**src/rtl/dmem_pkg.sv**
```systemverilog
// Shared types and default sizing for the pipeline data-memory arbiter.
package dmem_pkg;

  localparam int ADDR_W_DEF   = 8;
  localparam int DATA_W_DEF   = 32;
  localparam int MAX_WAIT_DEF = 4;

  typedef enum logic {
    NORMAL = 1'b0,
    FORCE1 = 1'b1
  } state_t;

endpackage

```
**src/rtl/dmem_arbiter_if.sv**
```systemverilog
// Requester, response and memory-port signals of the data-memory arbiter.
interface dmem_arbiter_if
  import dmem_pkg::*;
#(
  parameter int ADDR_W = ADDR_W_DEF,
  parameter int DATA_W = DATA_W_DEF
);

  logic              req0, req1;
  logic              we0, we1;
  logic [ADDR_W-1:0] addr0, addr1;
  logic [DATA_W-1:0] wdata0, wdata1;
  logic              gnt0, gnt1;
  logic              stall0;
  logic              rvalid0, rvalid1;
  logic [DATA_W-1:0] rdata0, rdata1;
  logic              mem_write, mem_read;
  logic [31:0]       mem_address;
  logic [DATA_W-1:0] mem_data;
  logic [DATA_W-1:0] mem_read_data;

  modport slave (
    input  req0, req1, we0, we1, addr0, addr1, wdata0, wdata1, mem_read_data,
    output gnt0, gnt1, stall0, rvalid0, rvalid1, rdata0, rdata1,
           mem_write, mem_read, mem_address, mem_data
  );

  modport master (
    output req0, req1, we0, we1, addr0, addr1, wdata0, wdata1, mem_read_data,
    input  gnt0, gnt1, stall0, rvalid0, rvalid1, rdata0, rdata1,
           mem_write, mem_read, mem_address, mem_data
  );

endinterface

```
**src/rtl/dmem_rd_reg.sv**
```systemverilog
// Per-port read-data register: captures memory data on a granted read and
// pulses rvalid for one cycle; data holds until the next granted read.
module dmem_rd_reg
  import dmem_pkg::*;
#(
  parameter int DATA_W = DATA_W_DEF
) (
  input  logic              clk,
  input  logic              rst_n,
  input  logic              rd_en,
  input  logic [DATA_W-1:0] rd_data_in,
  output logic              rvalid,
  output logic [DATA_W-1:0] rdata
);

  logic              rvalid_q, rvalid_d;
  logic [DATA_W-1:0] rdata_q, rdata_d;

  always_comb begin
    rvalid_d = rd_en;
    rdata_d  = rd_en ? rd_data_in : rdata_q;
  end

  always_ff @(posedge clk or negedge rst_n) begin
    if (!rst_n) begin
      rvalid_q <= 1'b0;
      rdata_q  <= '0;
    end else begin
      rvalid_q <= rvalid_d;
      rdata_q  <= rdata_d;
    end
  end

  assign rvalid = rvalid_q;
  assign rdata  = rdata_q;

endmodule

```
**src/rtl/dmem_arbiter.sv**
```systemverilog
// Two-port arbiter for the single-port data memory: MEM stage (port 0) has
// priority, debug/loader (port 1) is force-granted after MAX_WAIT denials.
//
//   state  | meaning
//   NORMAL | port 0 has priority, port 1 accumulates wait count
//   FORCE1 | port 1 has priority for one access
module dmem_arbiter
  import dmem_pkg::*;
#(
  parameter int ADDR_W   = ADDR_W_DEF,
  parameter int DATA_W   = DATA_W_DEF,
  parameter int MAX_WAIT = MAX_WAIT_DEF
) (
  input logic          clk,
  input logic          rst_n,
  dmem_arbiter_if.slave bus
);

  localparam logic [3:0] MAX_WAIT_C = 4'(MAX_WAIT);

  state_t     state_q, state_d;
  logic [3:0] wait_cnt_q, wait_cnt_d;
  logic       gnt0, gnt1;
  logic       rd_en0, rd_en1;

  always_ff @(posedge clk or negedge rst_n) begin
    if (!rst_n) begin
      state_q    <= NORMAL;
      wait_cnt_q <= '0;
    end else begin
      state_q    <= state_d;
      wait_cnt_q <= wait_cnt_d;
    end
  end

  always_comb begin
    state_d    = state_q;
    wait_cnt_d = wait_cnt_q;
    if (!bus.req1 || gnt1) begin
      wait_cnt_d = '0;
    end else if (wait_cnt_q != 4'hF) begin
      wait_cnt_d = wait_cnt_q + 4'd1;
    end
    case (state_q)
      // Switch on the edge where the registered count steps up to MAX_WAIT,
      // so port 1 wins on the very next cycle (MAX_WAIT + 1 worst case).
      NORMAL: if (bus.req1 && !gnt1 && (wait_cnt_q >= MAX_WAIT_C - 4'd1)) state_d = FORCE1;
      FORCE1: if (gnt1 || !bus.req1) state_d = NORMAL;
      default: state_d = NORMAL;
    endcase
  end

  always_comb begin
    gnt0            = 1'b0;
    gnt1            = 1'b0;
    bus.mem_write   = 1'b0;
    bus.mem_read    = 1'b0;
    bus.mem_address = '0;
    bus.mem_data    = '0;
    if (rst_n) begin
      if (state_q == FORCE1) begin
        gnt1 = bus.req1;
        gnt0 = bus.req0 & ~bus.req1;
      end else begin
        gnt0 = bus.req0;
        gnt1 = bus.req1 & ~bus.req0;
      end
    end
    if (gnt0) begin
      bus.mem_write   = bus.we0;
      bus.mem_read    = ~bus.we0;
      bus.mem_address = 32'(bus.addr0);
      bus.mem_data    = bus.wdata0;
    end else if (gnt1) begin
      bus.mem_write   = bus.we1;
      bus.mem_read    = ~bus.we1;
      bus.mem_address = 32'(bus.addr1);
      bus.mem_data    = bus.wdata1;
    end
    bus.stall0 = rst_n & bus.req0 & ~gnt0;
    bus.gnt0   = gnt0;
    bus.gnt1   = gnt1;
  end

  assign rd_en0 = gnt0 & ~bus.we0;
  assign rd_en1 = gnt1 & ~bus.we1;

  dmem_rd_reg #(.DATA_W(DATA_W)) u_rd0 (
    .clk        (clk),
    .rst_n      (rst_n),
    .rd_en      (rd_en0),
    .rd_data_in (bus.mem_read_data),
    .rvalid     (bus.rvalid0),
    .rdata      (bus.rdata0)
  );

  dmem_rd_reg #(.DATA_W(DATA_W)) u_rd1 (
    .clk        (clk),
    .rst_n      (rst_n),
    .rd_en      (rd_en1),
    .rd_data_in (bus.mem_read_data),
    .rvalid     (bus.rvalid1),
    .rdata      (bus.rdata1)
  );

endmodule
```
**src/flat_wrapper.sv**
```systemverilog
// flat-port wrapper written by rule: the top's interface ports become plain ports
module dmem_arbiter_flat import dmem_pkg::*;
#(
  parameter int ADDR_W   = ADDR_W_DEF,
  parameter int DATA_W   = DATA_W_DEF,
  parameter int MAX_WAIT = MAX_WAIT_DEF
)
  (clk, rst_n, bus_req0, bus_req1, bus_we0, bus_we1, bus_addr0, bus_addr1, bus_wdata0, bus_wdata1, bus_mem_read_data, bus_gnt0, bus_gnt1, bus_stall0, bus_rvalid0, bus_rvalid1, bus_rdata0, bus_rdata1, bus_mem_write, bus_mem_read, bus_mem_address, bus_mem_data);
  dmem_arbiter_if #(.ADDR_W(ADDR_W), .DATA_W(DATA_W)) bus_i ();
  input logic clk;
  input logic rst_n;
  input wire logic [$bits(bus_i.req0)-1:0] bus_req0;
  input wire logic [$bits(bus_i.req1)-1:0] bus_req1;
  input wire logic [$bits(bus_i.we0)-1:0] bus_we0;
  input wire logic [$bits(bus_i.we1)-1:0] bus_we1;
  input wire logic [$bits(bus_i.addr0)-1:0] bus_addr0;
  input wire logic [$bits(bus_i.addr1)-1:0] bus_addr1;
  input wire logic [$bits(bus_i.wdata0)-1:0] bus_wdata0;
  input wire logic [$bits(bus_i.wdata1)-1:0] bus_wdata1;
  input wire logic [$bits(bus_i.mem_read_data)-1:0] bus_mem_read_data;
  output wire logic [$bits(bus_i.gnt0)-1:0] bus_gnt0;
  output wire logic [$bits(bus_i.gnt1)-1:0] bus_gnt1;
  output wire logic [$bits(bus_i.stall0)-1:0] bus_stall0;
  output wire logic [$bits(bus_i.rvalid0)-1:0] bus_rvalid0;
  output wire logic [$bits(bus_i.rvalid1)-1:0] bus_rvalid1;
  output wire logic [$bits(bus_i.rdata0)-1:0] bus_rdata0;
  output wire logic [$bits(bus_i.rdata1)-1:0] bus_rdata1;
  output wire logic [$bits(bus_i.mem_write)-1:0] bus_mem_write;
  output wire logic [$bits(bus_i.mem_read)-1:0] bus_mem_read;
  output wire logic [$bits(bus_i.mem_address)-1:0] bus_mem_address;
  output wire logic [$bits(bus_i.mem_data)-1:0] bus_mem_data;
  assign bus_i.req0 = bus_req0;
  assign bus_i.req1 = bus_req1;
  assign bus_i.we0 = bus_we0;
  assign bus_i.we1 = bus_we1;
  assign bus_i.addr0 = bus_addr0;
  assign bus_i.addr1 = bus_addr1;
  assign bus_i.wdata0 = bus_wdata0;
  assign bus_i.wdata1 = bus_wdata1;
  assign bus_i.mem_read_data = bus_mem_read_data;
  assign bus_gnt0 = bus_i.gnt0;
  assign bus_gnt1 = bus_i.gnt1;
  assign bus_stall0 = bus_i.stall0;
  assign bus_rvalid0 = bus_i.rvalid0;
  assign bus_rvalid1 = bus_i.rvalid1;
  assign bus_rdata0 = bus_i.rdata0;
  assign bus_rdata1 = bus_i.rdata1;
  assign bus_mem_write = bus_i.mem_write;
  assign bus_mem_read = bus_i.mem_read;
  assign bus_mem_address = bus_i.mem_address;
  assign bus_mem_data = bus_i.mem_data;
  dmem_arbiter #(.ADDR_W(ADDR_W), .DATA_W(DATA_W), .MAX_WAIT(MAX_WAIT)) u_core (.clk(clk), .rst_n(rst_n), .bus(bus_i));
endmodule
```
**config.mk**
```make
export PLATFORM = sky130hd
export DESIGN_NAME = dmem_arbiter_flat
export DESIGN_NICKNAME = d
export VERILOG_FILES = /design/src/rtl/dmem_pkg.sv /design/src/rtl/dmem_arbiter_if.sv /design/src/rtl/dmem_rd_reg.sv /design/src/rtl/dmem_arbiter.sv /design/src/flat_wrapper.sv
export SDC_FILE = /design/constraint.sdc
export NUM_CORES = 1
export LEC_CHECK = 0
export BUFFER_PORTS_ARGS = -buffer_cell sky130_fd_sc_hd__buf_2
export CORE_UTILIZATION = 35
export DETAILED_ROUTE_END_ITERATION = 8
export PLACE_DENSITY_LB_ADDON = 0.15
export SYNTH_ARGS = -nofsm -noshare
export SYNTH_HDL_FRONTEND = slang
export SYNTH_SLANG_ARGS = --single-unit
```
**constraint.sdc**
```tcl
create_clock -name clk -period 1.5 [get_ports clk]
set_input_delay 0.075 -clock clk [delete_from_list [all_inputs] [get_ports clk]]
set_output_delay 0.075 -clock clk [all_outputs]
set_load 0.005 [all_outputs]
```
Yosys cells after proc, flatten, opt, wreduce, memory -nomap -nowiden
Index checks and enable logic that the tools add are counted.
{"block": "word_totals", "regBits": 71, "in_bits": 118, "output_inout_bits": 135, "wordCells": 44}
{"block": "classes", "n_addsub": 1, "magnitude_cmp": 1, "n_eq_ne": 1, "n_mux": 17, "bitwise": 12, "n_reduce_logical": 6}
{"operator": "32-bit 2-to-1 mux", "n": 3}
{"operator": "1-bit 2-to-1 mux", "n": 10}
{"operator": "4-bit 2-to-1 mux", "n": 2}
{"operator": "8-bit 2-to-1 mux", "n": 1}
{"operator": "1-bit bitwise AND", "n": 6}
{"operator": "1-bit NOT", "n": 6}
{"operator": "4-bit by 1-bit adder with 4-bit output, second input constant", "n": 1}
{"operator": "4-bit by 2-bit >= comparator with 1-bit output, second input constant", "n": 1}
{"operator": "4-bit inequality test, second input constant", "n": 1}
{"operator": "1-bit logical AND", "n": 2}
{"operator": "1-bit logical NOT", "n": 2}
{"operator": "1-bit case mux with 2 select lines", "n": 1}
{"operator": "2-bit nonzero test", "n": 1}
{"operator": "1-bit logical OR", "n": 1}

Longest topological paths before layout
Gate-level depths: netlist of the first run.
{"block": "logic_depth", "ltp_word": 9, "depth_mapped": 4, "depth_no_buf": 4}

Hierarchy
A second synthesis of the first run with hierarchy kept.
{"block": "unflattened", "hier_cells": 246, "area_unflattened_um2": 3648.5}
{"module": "dmem_rd_reg", "instances": 2, "cells_per_inst": 69, "area_per_inst_um2": 1370.1, "seq_area_each_um2": 825.8}
{"module": "dmem_arbiter", "instances": 1, "cells_per_inst": 108, "area_per_inst_um2": 908.4, "seq_area_each_um2": 125.1}

Worst setup path after synthesis of the first run
OpenSTA, ideal clock, no wires.
{"block": "synth_timing", "path_kind": "reg2reg", "from": "register u_core.state_q", "to": "register u_core.u_rd0.rdata_q[14], in the netlist u_core.u_rd0.rdata[14]", "setup_ns": 0.125, "arrival_ns": 1.401, "t_required_ns": 1.375, "slack_ns": -0.026, "stages_incl_launch_ff": 4, "n_path_buf": 1, "synth_period_minus_slack_ns": 1.526, "cell_sequence": "dfrtp_1 -> a211oi_4 -> buf_2 -> mux2_2"}
{"block": "synth_via", "elab_chain_cells": 3}
{"item": "from (decl)", "line_no": "dmem_arbiter.sv:21", "rtl": "state_t state_q, state_d;"}
{"item": "from (signal assigned)", "line_no": "dmem_arbiter.sv:31", "rtl": "state_q <= state_d;"}
{"item": "1-bit 2-to-1 mux", "line_no": "dmem_arbiter.sv:61", "rtl": "if (state_q == FORCE1) begin"}
{"item": "1-bit 2-to-1 mux", "line_no": "dmem_arbiter.sv:60", "rtl": "if (rst_n) begin"}
{"item": "1-bit bitwise AND", "line_no": "dmem_arbiter.sv:85", "rtl": "assign rd_en0 = gnt0 & ~bus.we0;"}
{"item": "to (signal assigned)", "line_no": "dmem_rd_reg.sv:30", "rtl": "rdata_q <= rdata_d;"}
{"item": "to (decl)", "line_no": "dmem_rd_reg.sv:17", "rtl": "logic [DATA_W-1:0] rdata_q, rdata_d;"}
Every way passes these cells.
A chain may end at the register's enable or synchronous reset.

Final worst setup path of the first run
{"block": "layout_timing", "from": "register u_core.state_q", "to": "output bus_mem_data[16]"}
{"block": "layout_via", "elab_chain_cells": 4, "word_cells_on_any_way": 6, "cone_classes": "6 x mux"}
{"item": "1-bit 2-to-1 mux", "line_no": "dmem_arbiter.sv:61"}
{"item": "1-bit 2-to-1 mux", "line_no": "dmem_arbiter.sv:60"}
{"item": "32-bit 2-to-1 mux", "line_no": "dmem_arbiter.sv:74", "rtl": "end else if (gnt1) begin"}
{"item": "32-bit 2-to-1 mux *", "line_no": "dmem_arbiter.sv:69", "rtl": "if (gnt0) begin"}
{"item": "to (decl)", "line_no": "flat_wrapper.sv:31", "rtl": "output wire logic [$bits(bus_i.mem_data)-1:0] bus_mem_data;"}
Every way passes the cells marked *; elsewhere a longest branch is shown, timed or not.

==> impl_metrics.json, run 1 <==
{
  "fin_worst_skew_ns": 0.00923,
  "timing.final.crit_share": 1.13,
  "grt_max_degree": 42,
  "startpoint": "u_core.state_q$_DFF_PN0_",
  "portBuffers": 228,
  "status": "complete, but fails checks",
  "rsz0062_at_grt": "yes",
  "nets": 652,
  "setup_viol": 104,
  "holdCritPathClass": "in2async",
  "dr.pass1.iters": 4,
  "avgSynthCellArea_um2": 13.6,
  "period_needed_ns": 1.69,
  "num_rows": 35,
  "grt_usage": 0.228,
  "clk_pin_slew_ns": 0.08,
  "finalCoreUtilization": 0.624,
  "ys_warn_count": 0,
  "drive_gt1_frac": 0.647,
  "grt_antenna_before_repair": 6,
  "die_w_um": 99.2,
  "reg2reg_depth": 6,
  "place_ws_ns": -0.0423,
  "peakVddDrop_uv": 646,
  "hpwl_mm": 7.88,
  "worst-setup-path-type": "reg2out",
  "rr_startpoint": "u_core.state_q$_DFF_PN0_",
  "via_count": 3118,
  "ant_nets": 0,
  "viasPerCell": 4.78,
  "crit_path_start_kind": "register",
  "cts_tree": "yes",
  "required_ns": 1.42,
  "clock_sinks": 71,
  "max_cap_violations": 0,
  "grt_pass1_vias": 3021,
  "worstPathMaxFanout": 9,
  "failed_checks": "hold timing, setup timing",
  "dieArea_mm2": 0.00984,
  "cts_buffers": 9,
  "ys_types": 27,
  "coreArea_mm2": 0.00920,
  "syn_inst": 244,
  "grt_overflow": 0,
  "total_power_mw": 5.81,
  "drc": 0,
  "wl_per_cell_um": 18.0,
  "drt_iter0_drc": 184,
  "clockBufferDepth": 2,
  "syn-cell-area_mm2": 0.00331,
  "leakage_nw": 3.05,
  "hold_violations": 36,
  "cts_root_buf": "clkbuf_8",
  "clock.fmax_mhz": 590,
  "cp.arrival_ns": 1.62,
  "io_pins": 253,
  "gp_congestion": 0.753,
  "seq_area_frac_synth": 0.537,
  "fin_ws_ns": -0.194,
  "holdWs_ns": -0.162,
  "chipHeight_um": 99.2,
  "grt_pass1_wl_mm": 16.9,
  "initial_core_util": 0.360,
  "wl_mm": 11.7,
  "p_per_area_mw_per_mm2": 1010,
  "clock_latency_ns": 0.34,
  "finalMaxSlewViolations": 0,
  "htree_levels": 3,
  "crit_path_end_kind": "output port",
  "ctsHoldBuffers": 31,
  "area_growth_pct": 73.6,
  "synth-seq-cells": 71
}
[final timing paths]
kind | slack (ns) | end
worst min register to register | 0.51 | u_core.u_rd0.rdata[1]$_DFFE_PN0P_
worst max register to register | -0.19 | u_core.u_rd1.rdata[30]$_DFFE_PN0P_
worst max-delay path | -0.19 | bus_mem_data[16]
min in group clk | 0.03 | u_core.u_rd0.rdata[3]$_DFFE_PN0P_
worst min-delay path | -0.16 | u_core.u_rd1.rdata[4]$_DFFE_PN0P_
max in group asynchronous | 0.84 | u_core.u_rd1.rdata[31]$_DFFE_PN0P_
[synth_stat cells]
master    number  area [um^2]
a31oi_1        1         6.26
nor4_1         1         6.26
xnor2_1        1         8.76
conb_1         1         3.75
clkbuf_1       4         15.0
nor3_4         1         16.3
nor2b_1        1         6.26
nand2_1        4         15.0
buf_2          7         35.0
dfrtp_1       71         1780
mux2_1         2         22.5
nand3_1        2         10.0
inv_1          1         3.75
a211oi_4       1         20.0
mux2i_1        1         10.0
mux2_2        62          698
ha_1           1         12.5
or2_2          1         6.26
a21oi_1        1         5.00
o21ai_0        1         5.00
nor3b_1        2         15.0
nor3_1         2         10.0
nor2_1         7         26.3
buf_4         24          180
o21ba_2        1         10.0
buf_6          3         33.8
a22o_1        40          350
[layer usage]
metal	track usage	part of all wire	wire, um	vias up
met5	0	0.0027	32	-
met3	0.0878	0.097	1140	16
met1	0.305	0.43	5080	1516
met4	0.0464	0.0091	106	6
li1	-	-	-	1422
met2	0.354	0.46	5350	158
[state kept, by name, indices dropped and copies added (netlist names)]
signal               count
u_core.state_q           1
u_core.u_rd0.rdata      32
u_core.u_rd0.rvalid      1
u_core.u_rd1.rdata      32
u_core.u_rd1.rvalid      1
u_core.wait_cnt_q        4
[power breakdown]
group	switching, mW	leakage (nW)	internal, mW	total, mW
logic	0.636	2.11	1.15	1.78
clock network	0.732	0.0895	0.770	1.50
registers	0.223	0.856	2.30	2.53
total	1.59	3.05	4.22	5.81
[placed cells by master (no fill, tap or decap), types with 2 or more instances in the layout]
master | synthesis | final
buf_2 | 7 | 226
dfrtp_1 | 71 | 70
mux2_4 | 0 | 64
a22o_1 | 40 | 40
dlygate4sd3_1 | 0 | 31
conb_1 | 1 | 24
buf_6 | 3 | 13
clkbuf_8 | 0 | 9
buf_12 | 0 | 8
nor2_1 | 7 | 6
buf_4 | 24 | 6
nand2_1 | 4 | 4
clkbuf_16 | 0 | 4
diode_2 | 0 | 3
buf_16 | 0 | 3
nor3b_1 | 2 | 2
nor3_1 | 2 | 2
nand3_1 | 2 | 2
clkbuf_1 | 4 | 2
clkinvlp_4 | 0 | 2
buf_8 | 0 | 2
[area by class of cell]
| type | count | area [um^2] |
|---|---|---|
| Antenna cell | 3 | 7.51 |
| Clock buffer | 11 | 131 |
| Clock inverter | 5 | 58.8 |
| Fill cell | 728 | 3450 |
| Inverter | 1 | 3.75 |
| Multi-Input combinational cell | 157 | 1620 |
| Sequential cell | 71 | 1780 |
| Tap cell | 111 | 139 |
| Timing Repair Buffer | 293 | 2010 |
[cells by family (layout without fill, tap and decap cells)]
kind of cell	count (synthesis)	after routing	share of synthesized area
buffers and inverters	39	310	0.0809
DFF	71	71	0.537
adders and majority gates	1	1	0.00378
AOI/OAI and AO/OA	45	45	0.120
and+or+nand+nor	21	21	0.0337
other	1	27	0.00113
muxes	65	65	0.221
xor gates and xnor gates	1	1	0.00265
[through the flow]
stage | hold WS [ns] | std cells | setup TNS, ns | instance area, um^2
2_1_floorplan | -0.221 | 267 | -0.514 | 3390
4_1_cts | -0.154 | 645 | -10.01 | 5600
3_3_place_gp | 0.219 | 579 | -0.0104 | 4580
5_1_grt | -0.130 | 649 | -18.32 | 5740
3_5_place_dp | 0.222 | 579 | -0.796 | 4580
6_report | -0.162 | 652 | -12.91 | 5740
[worst max-delay path: stages (launching register included)]
cell     delay [ns]
dfrtp_2        0.46
buf_6          0.14
a21oi_4        0.14
buf_6          0.14
buf_12         0.12
a22o_1         0.15
buf_2          0.13
[what timing repair did]
| action | in CTS | in global routing |
|---|---|---|
| pin swaps | 3 | 1 |
| hold endpoints to repair | 98 | 36 |
| gates resized for setup | 64 | 34 |
| setup buffers | 13 | 7 |
| endpoints found under the setup margin | 90 | 113 |
| cloned | 6 | 4 |
No activity file was read; power rests on OpenSTA's default activity.
==> run 2: changes to the inputs <==
Clock period 1.5 ns to 2.05 ns, I/O delays scaled along.
==> run 2 against run 1 <==
Effect of this change: the run now ends clean; highest routed layer unchanged; cell area decreased by 13%; non-clock buffer count shrank 27; cell count decreased by 4.1%; first-iteration DRC count fell by 27%; via count decreased by 4.7%; combinational power is 43% lower; clock power is 21% lower; critical endpoint is now bus_mem_write.
==> impl_metrics.json, run 2 (synthesis gave the netlist of run 1 again) <==
{
  "clk_pin_slew_ns": 0.07,
  "finalSetupTns_ns": 0,
  "grt_usage": 0.201,
  "worstPathMaxFanout": 22,
  "chipHeight_um": 99.2,
  "cp.arrival_ns": 1.84,
  "finalMaxSlewViolations": 0,
  "timing.final.crit_share": 0.950,
  "initial_core_util": 0.360,
  "max_cap_violations": 0,
  "io_pins": 253,
  "viasPerCell": 4.75,
  "post-cts-setup-buffers": 0,
  "seq_area_mm2": 0.00178,
  "nFillCells": 815,
  "dieArea_mm2": 0.00984,
  "period_needed_ns": 1.95,
  "leakage_nw": 2.64,
  "fin_worst_skew_ns": 0.00841,
  "cts_buffers": 9,
  "cts_tree": "yes",
  "cts_root_buf": "clkbuf_8",
  "drc": 0,
  "portBuffers": 228,
  "clock_latency_ns": 0.34,
  "drive_gt1_frac": 0.630,
  "clock.fmax_mhz": 514,
  "area_growth_pct": 51.4,
  "gp_congestion": 0.757,
  "final_common_cell": "buf_2",
  "multiInputGateArea_mm2": 0.00137,
  "finalCoreUtilization": 0.545,
  "rsz0062_at_grt": "no",
  "grt_pass1_wl_mm": 14.8,
  "coreArea_mm2": 0.00920,
  "wl_per_cell_um": 16.3,
  "hpwl_mm": 7.77,
  "wl_mm": 10.2,
  "required_ns": 1.95,
  "ant_nets": 0,
  "worst-setup-path-type": "in2out",
  "die_w_um": 99.2,
  "place_area_mm2": 0.00449,
  "clock_sinks": 71,
  "grt_use_met2": 0.296,
  "nets": 625,
  "total_power_mw": 4.03,
  "grt.met3_usage": 0.0829,
  "grt_pass1_vias": 2730,
  "dr.pass1.iters": 4,
  "clockBufferDepth": 2,
  "p_per_area_mw_per_mm2": 805,
  "peakVddDrop_uv": 500,
  "grt_max_degree": 71,
  "layout_common_cells": "buf_2 (228), dfrtp_1 (71), mux2_2 (62)",
  "drt_iter0_drc": 135,
  "dpl.cell_count": 577,
  "status": "finished, final reports clean",
  "crit_path_end_kind": "output port",
  "hold_violations": 0,
  "finalNonFillerCells": 625,
  "htree_levels": 3,
  "gr-usage-met1": 0.279,
  "slew_headroom": 0.421,
  "busiest_layer": "met2",
  "num_rows": 35,
  "crit_path_start_kind": "input pin",
  "via_count": 2971,
  "setup_viol": 0,
  "stdcell_area_mm2": 0.00501,
  "grt_antenna_before_repair": 4,
  "tightestPinTransition_ns": 0.869,
  "grt_overflow": 0,
  "holdCritPathClass": "in2reg"
}
## run 2: changes by cell type in the layout (fill, tap and decap cells not counted), sizes merged
cell and change:
clkbuf -4, clkinv -2, inv +2, buf -21
dlygate4sd3 -2
## run 2: stage by stage
step	setup slack, ns	hold WS [ns]
4_1_cts	0.0665	0.000622
3_3_place_gp	0.369	-0.0852
5_1_grt	0.0125	0.00485
3_5_place_dp	0.271	-0.0857
6_report	0.103	0.0180
2_1_floorplan	0.524	-0.193
## run 2: per-layer routing
metal  up-vias  wire [um]
met5         -          8
met4         2         58
met3         9       1080
met2       163       4550
met1      1420       4460
li1       1377          -
## run 2: where the power goes
part,internal [mW],leakage [nW],switching [mW]
combinational,0.600,1.68,0.408
clock,0.637,0.103,0.557
sequential,1.68,0.857,0.145
total,2.92,2.64,1.11
## run 2: worst paths after layout
kind | start | end | slack [ns] | depth (start not counted)
worst max-delay path | rst_n | bus_mem_write | 0.10 | 7
worst min-delay path | bus_mem_read_data[31] | u_core.u_rd0.rdata[31]$_DFFE_PN0P_ | 0.02 | 2
worst max register to register | u_core.state_q$_DFF_PN0_ | u_core.u_rd1.rdata[27]$_DFFE_PN0P_ | 0.31 | 4
worst min register to register | u_core.u_rd0.rdata[16]$_DFFE_PN0P_ | u_core.u_rd0.rdata[16]$_DFFE_PN0P_ | 0.48 | 1
max in group asynchronous | rst_n | u_core.u_rd0.rdata[28]$_DFFE_PN0P_ | 0.85 | 3
min in group asynchronous | rst_n | u_core.state_q$_DFF_PN0_ | 0.13 | 2
## run 2: timing repair
action | in CTS | in global routing
hold buffers | 26 | 3
gates resized for setup | 1 | 1
setup endpoints to repair | 40 | 4
endpoints found under the hold margin | 43 | 4
## run 2: worst max-delay path, cell delays in order
cell           delay (ns)
dlygate4sd3_1        0.55
buf_2                0.17
nand2_1              0.14
a211oi_4             0.20
buf_4                0.33
o21ba_2              0.20
buf_2                0.14
## run 2: area by class of cell
cell class | instances | share of cell area
Inverter | 1 | 0.000749
Tap cell | 111 | 0.0277
Timing Repair Buffer | 266 | 0.300
Clock inverter | 5 | 0.0125
Clock buffer | 11 | 0.0302
Antenna cell | 3 | 0.00150
Sequential cell | 71 | 0.355
Multi-Input combinational cell | 157 | 0.273
